## config.mk

```make
export PLATFORM = sky130hd
export DESIGN_NAME = ir_cmd_scheduler
export DESIGN_NICKNAME = d
export VERILOG_FILES = /design/src/rtl/ir_cmd_scheduler.sv
export SDC_FILE = /design/constraint.sdc
export NUM_CORES = 1
export LEC_CHECK = 0
export ABC_AREA = 0
export BUFFER_PORTS_ARGS = -buffer_cell sky130_fd_sc_hd__buf_4
export CORE_MARGIN = 10
export CORE_UTILIZATION = 60
export CTS_BUF_LIST = sky130_fd_sc_hd__clkbuf_16
export DETAILED_ROUTE_END_ITERATION = 7
export GPL_ROUTABILITY_DRIVEN = 0
export PLACE_DENSITY = 0.81
export SYNTH_ARGS = -nofsm -noshare
export SYNTH_HDL_FRONTEND = slang
export SYNTH_SLANG_ARGS = --single-unit
```

## constraint.sdc

```tcl
create_clock -name clk -period 3.73 [get_ports clk]
set_input_delay 0.9325 -clock clk [delete_from_list [all_inputs] [get_ports clk]]
set_output_delay 0.9325 -clock clk [all_outputs]
set_load 0.05 [all_outputs]
```

## src/rtl/ir_cmd_scheduler.sv

```systemverilog
// ir_cmd_scheduler
//   Queues decoded IR frames for channel_ctrl and turns held-key NEC repeat
//   frames into auto-repeat CH+/CH- commands. Commands leave as rate-limited
//   single-cycle pulses.
// Ports:
//   clk, rst_n    clock, asynchronous active-low reset
//   in_cmd        command byte of a new frame, qualified by in_valid
//   in_valid      one-cycle pulse: new frame decoded
//   in_repeat     one-cycle pulse: NEC repeat frame decoded
//   flush         synchronous clear of FIFO, hold state and issue FSM
//   out_cmd       command to channel_ctrl, held while out_valid is low
//   out_valid     one-cycle issue pulse
//   fifo_level    FIFO occupancy (registered)
//   fifo_full     fifo_level == FIFO_DEPTH
//   drop_cnt      frames lost to overflow, saturating at 255
module ir_cmd_scheduler #(
    parameter int unsigned FIFO_DEPTH   = 4,
    parameter int unsigned HOLD_REPEATS = 2,
    parameter int unsigned TIMEOUT      = 1000,
    parameter int unsigned MIN_GAP      = 3
) (
    input  logic                          clk,
    input  logic                          rst_n,
    input  logic [7:0]                    in_cmd,
    input  logic                          in_valid,
    input  logic                          in_repeat,
    input  logic                          flush,
    output logic [7:0]                    out_cmd,
    output logic                          out_valid,
    output logic [$clog2(FIFO_DEPTH):0]   fifo_level,
    output logic                          fifo_full,
    output logic [7:0]                    drop_cnt
);

    localparam int unsigned AW = $clog2(FIFO_DEPTH);
    localparam int unsigned LW = AW + 1;
    localparam int unsigned TW = $clog2(TIMEOUT + 1);
    localparam int unsigned RW = (HOLD_REPEATS > 0) ? $clog2(HOLD_REPEATS + 1) : 1;
    localparam int unsigned GW = (MIN_GAP > 1) ? $clog2(MIN_GAP) : 1;

    localparam logic [LW-1:0] DepthL   = LW'(FIFO_DEPTH);
    localparam logic [TW-1:0] TimeoutL = TW'(TIMEOUT);
    localparam logic [RW-1:0] HoldL    = RW'(HOLD_REPEATS);
    localparam logic [GW-1:0] GapInit  = GW'(MIN_GAP - 1);

    typedef enum logic [1:0] {StIdle, StIssue, StGap} state_e;

    logic [7:0]    mem_q [FIFO_DEPTH];
    logic [7:0]    mem_d [FIFO_DEPTH];
    logic [AW-1:0] wr_ptr_q, wr_ptr_d, rd_ptr_q, rd_ptr_d;
    logic [LW-1:0] cnt_q, cnt_d;
    logic [7:0]    last_cmd_q, last_cmd_d;
    logic [RW-1:0] rep_cnt_q, rep_cnt_d;
    logic          hold_q, hold_d;
    logic [TW-1:0] to_cnt_q, to_cnt_d;
    logic [GW-1:0] gap_cnt_q, gap_cnt_d;
    state_e        state_q, state_d;
    logic [7:0]    out_cmd_q, out_cmd_d;
    logic          out_valid_q, out_valid_d;
    logic [7:0]    drop_q, drop_d;

    logic          push_req, push_ok, pop, repeatable;
    logic [7:0]    push_data;

    assign repeatable = (last_cmd_q == 8'h18) || (last_cmd_q == 8'h38);

    always_comb begin
        push_req    = 1'b0;
        push_data   = in_cmd;
        last_cmd_d  = last_cmd_q;
        rep_cnt_d   = rep_cnt_q;
        hold_d      = hold_q;
        to_cnt_d    = to_cnt_q;
        state_d     = state_q;
        gap_cnt_d   = gap_cnt_q;
        out_cmd_d   = out_cmd_q;
        out_valid_d = 1'b0;
        pop         = 1'b0;

        // Frame intake and hold tracking; a new frame outranks a repeat.
        if (in_valid) begin
            push_req   = 1'b1;
            last_cmd_d = in_cmd;
            rep_cnt_d  = '0;
            hold_d     = 1'b1;
            to_cnt_d   = TimeoutL;
        end else if (in_repeat && hold_q && repeatable) begin
            to_cnt_d = TimeoutL;
            if (rep_cnt_q < HoldL) begin
                rep_cnt_d = rep_cnt_q + 1'b1;
            end else begin
                push_req  = 1'b1;
                push_data = last_cmd_q;
            end
        end else if (hold_q) begin
            if (to_cnt_q == '0) begin
                hold_d = 1'b0;
            end else begin
                to_cnt_d = to_cnt_q - 1'b1;
            end
        end

        // Issue FSM. The last gap cycle may issue directly so the pulse period
        // is exactly MIN_GAP+1 while the FIFO stays non-empty.
        unique case (state_q)
            StIssue: begin
                gap_cnt_d = GapInit;
                state_d   = StGap;
            end
            StIdle, StGap: begin
                if (state_q == StGap && gap_cnt_q != '0) begin
                    gap_cnt_d = gap_cnt_q - 1'b1;
                end else if (cnt_q != '0) begin
                    pop         = 1'b1;
                    out_cmd_d   = mem_q[rd_ptr_q];
                    out_valid_d = 1'b1;
                    state_d     = StIssue;
                end else begin
                    state_d = StIdle;
                end
            end
            default: state_d = StIdle;
        endcase

        // Flush discards any same-cycle frame without counting it as a drop.
        if (flush) begin
            push_req    = 1'b0;
            pop         = 1'b0;
            last_cmd_d  = last_cmd_q;
            rep_cnt_d   = '0;
            hold_d      = 1'b0;
            to_cnt_d    = '0;
            state_d     = StIdle;
            gap_cnt_d   = '0;
            out_cmd_d   = out_cmd_q;
            out_valid_d = 1'b0;
        end
    end

    assign push_ok = push_req && ((cnt_q < DepthL) || pop);

    always_comb begin
        mem_d    = mem_q;
        wr_ptr_d = wr_ptr_q;
        rd_ptr_d = rd_ptr_q;
        cnt_d    = cnt_q + LW'(push_ok) - LW'(pop);
        drop_d   = drop_q;
        if (push_ok) begin
            mem_d[wr_ptr_q] = push_data;
            wr_ptr_d        = wr_ptr_q + 1'b1;
        end
        if (pop) begin
            rd_ptr_d = rd_ptr_q + 1'b1;
        end
        if (push_req && !push_ok && drop_q != 8'hFF) begin
            drop_d = drop_q + 8'd1;
        end
        if (flush) begin
            wr_ptr_d = '0;
            rd_ptr_d = '0;
            cnt_d    = '0;
        end
    end

    // Storage needs no reset: entries are only read while counted as valid.
    always_ff @(posedge clk) begin
        mem_q <= mem_d;
    end

    always_ff @(posedge clk or negedge rst_n) begin
        if (!rst_n) begin
            wr_ptr_q    <= '0;
            rd_ptr_q    <= '0;
            cnt_q       <= '0;
            last_cmd_q  <= '0;
            rep_cnt_q   <= '0;
            hold_q      <= 1'b0;
            to_cnt_q    <= '0;
            gap_cnt_q   <= '0;
            state_q     <= StIdle;
            out_cmd_q   <= '0;
            out_valid_q <= 1'b0;
            drop_q      <= '0;
        end else begin
            wr_ptr_q    <= wr_ptr_d;
            rd_ptr_q    <= rd_ptr_d;
            cnt_q       <= cnt_d;
            last_cmd_q  <= last_cmd_d;
            rep_cnt_q   <= rep_cnt_d;
            hold_q      <= hold_d;
            to_cnt_q    <= to_cnt_d;
            gap_cnt_q   <= gap_cnt_d;
            state_q     <= state_d;
            out_cmd_q   <= out_cmd_d;
            out_valid_q <= out_valid_d;
            drop_q      <= drop_d;
        end
    end

    assign out_cmd    = out_cmd_q;
    assign out_valid  = out_valid_q;
    assign fifo_level = cnt_q;
    assign fifo_full  = (cnt_q == DepthL);
    assign drop_cnt   = drop_q;

endmodule

```

==> impl_metrics.yaml <==
synthesis:
  syn_nets: 279
  ys_seq_area_share_pct: 60.8
  ys.flop_type: "dfrtp_1"
  ys_ff_latch: 81
  synth_area_sq_um: 3600
  synth.area.top_cells: "dfrtp_1 34%, edfxtp_1 27%, mux2_2 5.9%, mux4_2 5.0%, ha_1 3.1%"
  yosys_warnings: 0
  synth_edf_count: 32
  yosysTopAreaCellShare_pct: 34.1
  synthDistinctLibCells: 51
  synth_area_per_cell_sq_um: 14.1
  synthArstFlopShare_pct: 60.5
  synthCells: 256
  yosysTopAreaCell: "dfrtp_1"
power_and_ir_drop:
  p_clk_share_pct: 26.8
  vdd_drop_max_v: 0.000503
  power_frac_comb_pct: 30.9
  sequentialPowerShare_pct: 42.2
  power_switching_mw: 1.02
  p_leak_nw: 1.76
  p_per_area_nw_per_um2: 689
  switching_share_pct: 35.2
  internal_power_mw: 1.87
clocking:
  postCtsSetupBuffers: 0
  ctsHoldBuffers: 0
  htreeDepth: 3
  insertion_delay_ps: 330
  clk_pin_slew_ps: 60
  cts.path.max_buffers: 2
  tritoncts: "done"
  root_buffer: "clkbuf_16"
  ctsResizeCount: 0
  clock_sinks: 81
  numCtsBuffers: 9
die:
  dieArea_sq_um: 9490
  io_pins: 34
  die_h_um: 97.4
  initial_utilization_pct: 61.1
  die_w_um: 97.4
  core_area_sq_um: 5890
  row_count: 28
route:
  wl_per_cell_um: 18.1
  drtPass1Iterations: 4
  finalWirelength_mm: 6.84
  vias: 2169
  drt-initial-drc-count: 108
  viasPerCell: 5.75
  ant_nets: 0
  drc: 0
global_routing:
  grt_pass1_vias: 2218
  grt_use_total_pct: 14.9
  antenna_found_initial: 0
  grt_max_degree: 50
  grt_overflow_total: 0
  grt_pass1_wl_mm: 11.4
setup_path:
  path_class: "primary input to flop"
  arrival_ps: 3010
  start_kind: "primary input"
  cpMostUsedCell: "inv_1"
  worst-path-buf-inv: 4
  cp_cell_sequence: "buf_4, o31ai_2, and2_1, inv_1, ha_1, inv_1, ha_1, inv_1, fa_1, xnor2_1, nor2_1"
  critical_path.max_stage_delay_ps: 470
  required_ps: 3930
  cp_top_family: "adder cells"
  path_max_fanout: 25
  crit_slowest_cell: "o31ai_2"
  crit_path_end_kind: "flop"
timing:
  post-route-period-util_pct: 75.4
  skew_ps: 6.53
  slew_viol_final: 0
  relSlewSlack_pct: 58.2
  finalSetupViolations: 0
  worst_pin_slew_ps: 626
  clock.fmax_ghz: 0.355
  rsz0062_at_grt: "no"
  final_hold_viol_count: 0
  fin_crit_ps: 2810
  setup_ws_ps: 916
  tns_ps: 0
final_layout:
  nets: 320
  drive_above_1_share_pct: 28.5
  antenna_cells: 0
  stdcell_area_sq_um: 4190
  instances_no_fill: 377
  area_growth_pct: 16.5
  fill_cells: 419
job:
  drv_cap: 0
placement:
  place_worst_setup_slack_ps: 595
  numPlacedInstances: 361
  numPortBuffers: 33
  placed_cell_area_sq_um: 3930
  hpwlAfterDp_mm: 4.65
hold_path:
  hp-class: "flop to flop"
status:
  outcome: "complete, no violations"
## area by class of cell
cell class / count / area [sq um] / share of cell area, %
Clock buffer: 9 / 225 / 5.37
Clock inverter: 7 / 40.0 / 0.955
Inverter: 12 / 45.0 / 1.07
Multi-Input combinational cell: 158 / 1340 / 31.9
Sequential cell: 81 / 2190 / 52.2
Tap cell: 75 / 93.8 / 2.24
Timing Repair Buffer: 35 / 263 / 6.27
## layer usage
layer | vias up | global-route usage (%) | routed length (um)
met2 | 43 | 24.9 | 3650
met1 | 1105 | 18.1 | 2890
met3 | 4 | 3.34 | 244
li1 | 1017 | - | -
met5 | - | 0 | 0
met4 | 0 | 5.70 | 46
## layout by cell type (no fill, tap or decap), types with 8 or more instances in the layout
cell	netlist	routed
xnor2_1	10	10
mux4_2	8	8
nand2_1	10	10
a21oi_1	8	8
ha_1	9	9
dfrtp_1	49	49
mux2_2	19	19
clkbuf_16	0	9
nor2_1	18	18
edfxtp_1	32	32
inv_1	12	14
buf_4	0	35
## synthesized netlist by cell type (all sizes together) (2+ instances only)
| master | n |
|---|---|
| a21oi | 8 |
| a31oi | 3 |
| and2 | 7 |
| and3 | 7 |
| and4 | 2 |
| buf | 2 |
| clkbuf | 3 |
| dfrtp | 49 |
| edfxtp | 32 |
| ha | 9 |
| inv | 12 |
| mux2 | 20 |
| mux2i | 5 |
| mux4 | 8 |
| nand2 | 10 |
| nand2b | 3 |
| nand3 | 5 |
| nand4 | 5 |
| nor2 | 20 |
| nor2b | 5 |
| nor3 | 4 |
| nor3b | 2 |
| o31ai | 2 |
| or4 | 2 |
| xnor2 | 10 |
| xor2 | 4 |
## cells by family (layout without fill, tap and decap cells)
logic type	Yosys count	count (layout)	share of synthesized area, %
compound gates	22	22	4.49
xor+xnor	14	14	3.41
fa+ha+maj	10	10	3.69
buf+inv	17	63	2.02
flops	81	81	60.8
mux	33	33	12.7
simple gates	79	79	12.9
## power by group through the flow
stage                     combinational, mW  clock [mW]  sequential [mW]
after floorplan                       0.408           0             1.45
after global placement                0.875           0             1.23
after detailed placement              0.898           0             1.23
after CTS                             0.908       0.787             1.22
after global routing                  0.967       0.821             1.24
final                                 0.894       0.775             1.22
## through the flow
| step | power, mW | utilization (%) | hold slack, ps |
|---|---|---|---|
| 2_1_floorplan | 1.86 | - | 472 |
| 3_3_place_gp | 2.10 | 66.7 | 487 |
| 3_5_place_dp | 2.13 | 66.7 | 492 |
| 4_1_cts | 2.92 | 71.2 | 509 |
| 5_1_grt | 3.03 | 71.2 | 520 |
| 6_report | 2.89 | 71.2 | 503 |
## registers in the layout, summed over array words and instances, names as in the netlist, 3 cells and up
name,count
drop_cnt,8
out_cmd,8
mem_q,32
to_cnt_q,10
fifo_level,3
last_cmd_q,8
## path summary, 6_finish.rpt
path,startpoint,to,slack [ps],depth (start not counted)
hold / removal,drop_cnt[7],drop_cnt[7],500,1
max in group asynchronous,rst_n,last_cmd_q[5],2670,1
hold reg to reg,drop_cnt[7],drop_cnt[7],500,1
setup reg to reg,gap_cnt_q[1],fifo_level[2],1060,13
min in group asynchronous,rst_n,out_cmd[3],600,1
setup / recovery,flush,fifo_level[2],920,11
No activity file was read; power rests on OpenSTA's default activity.
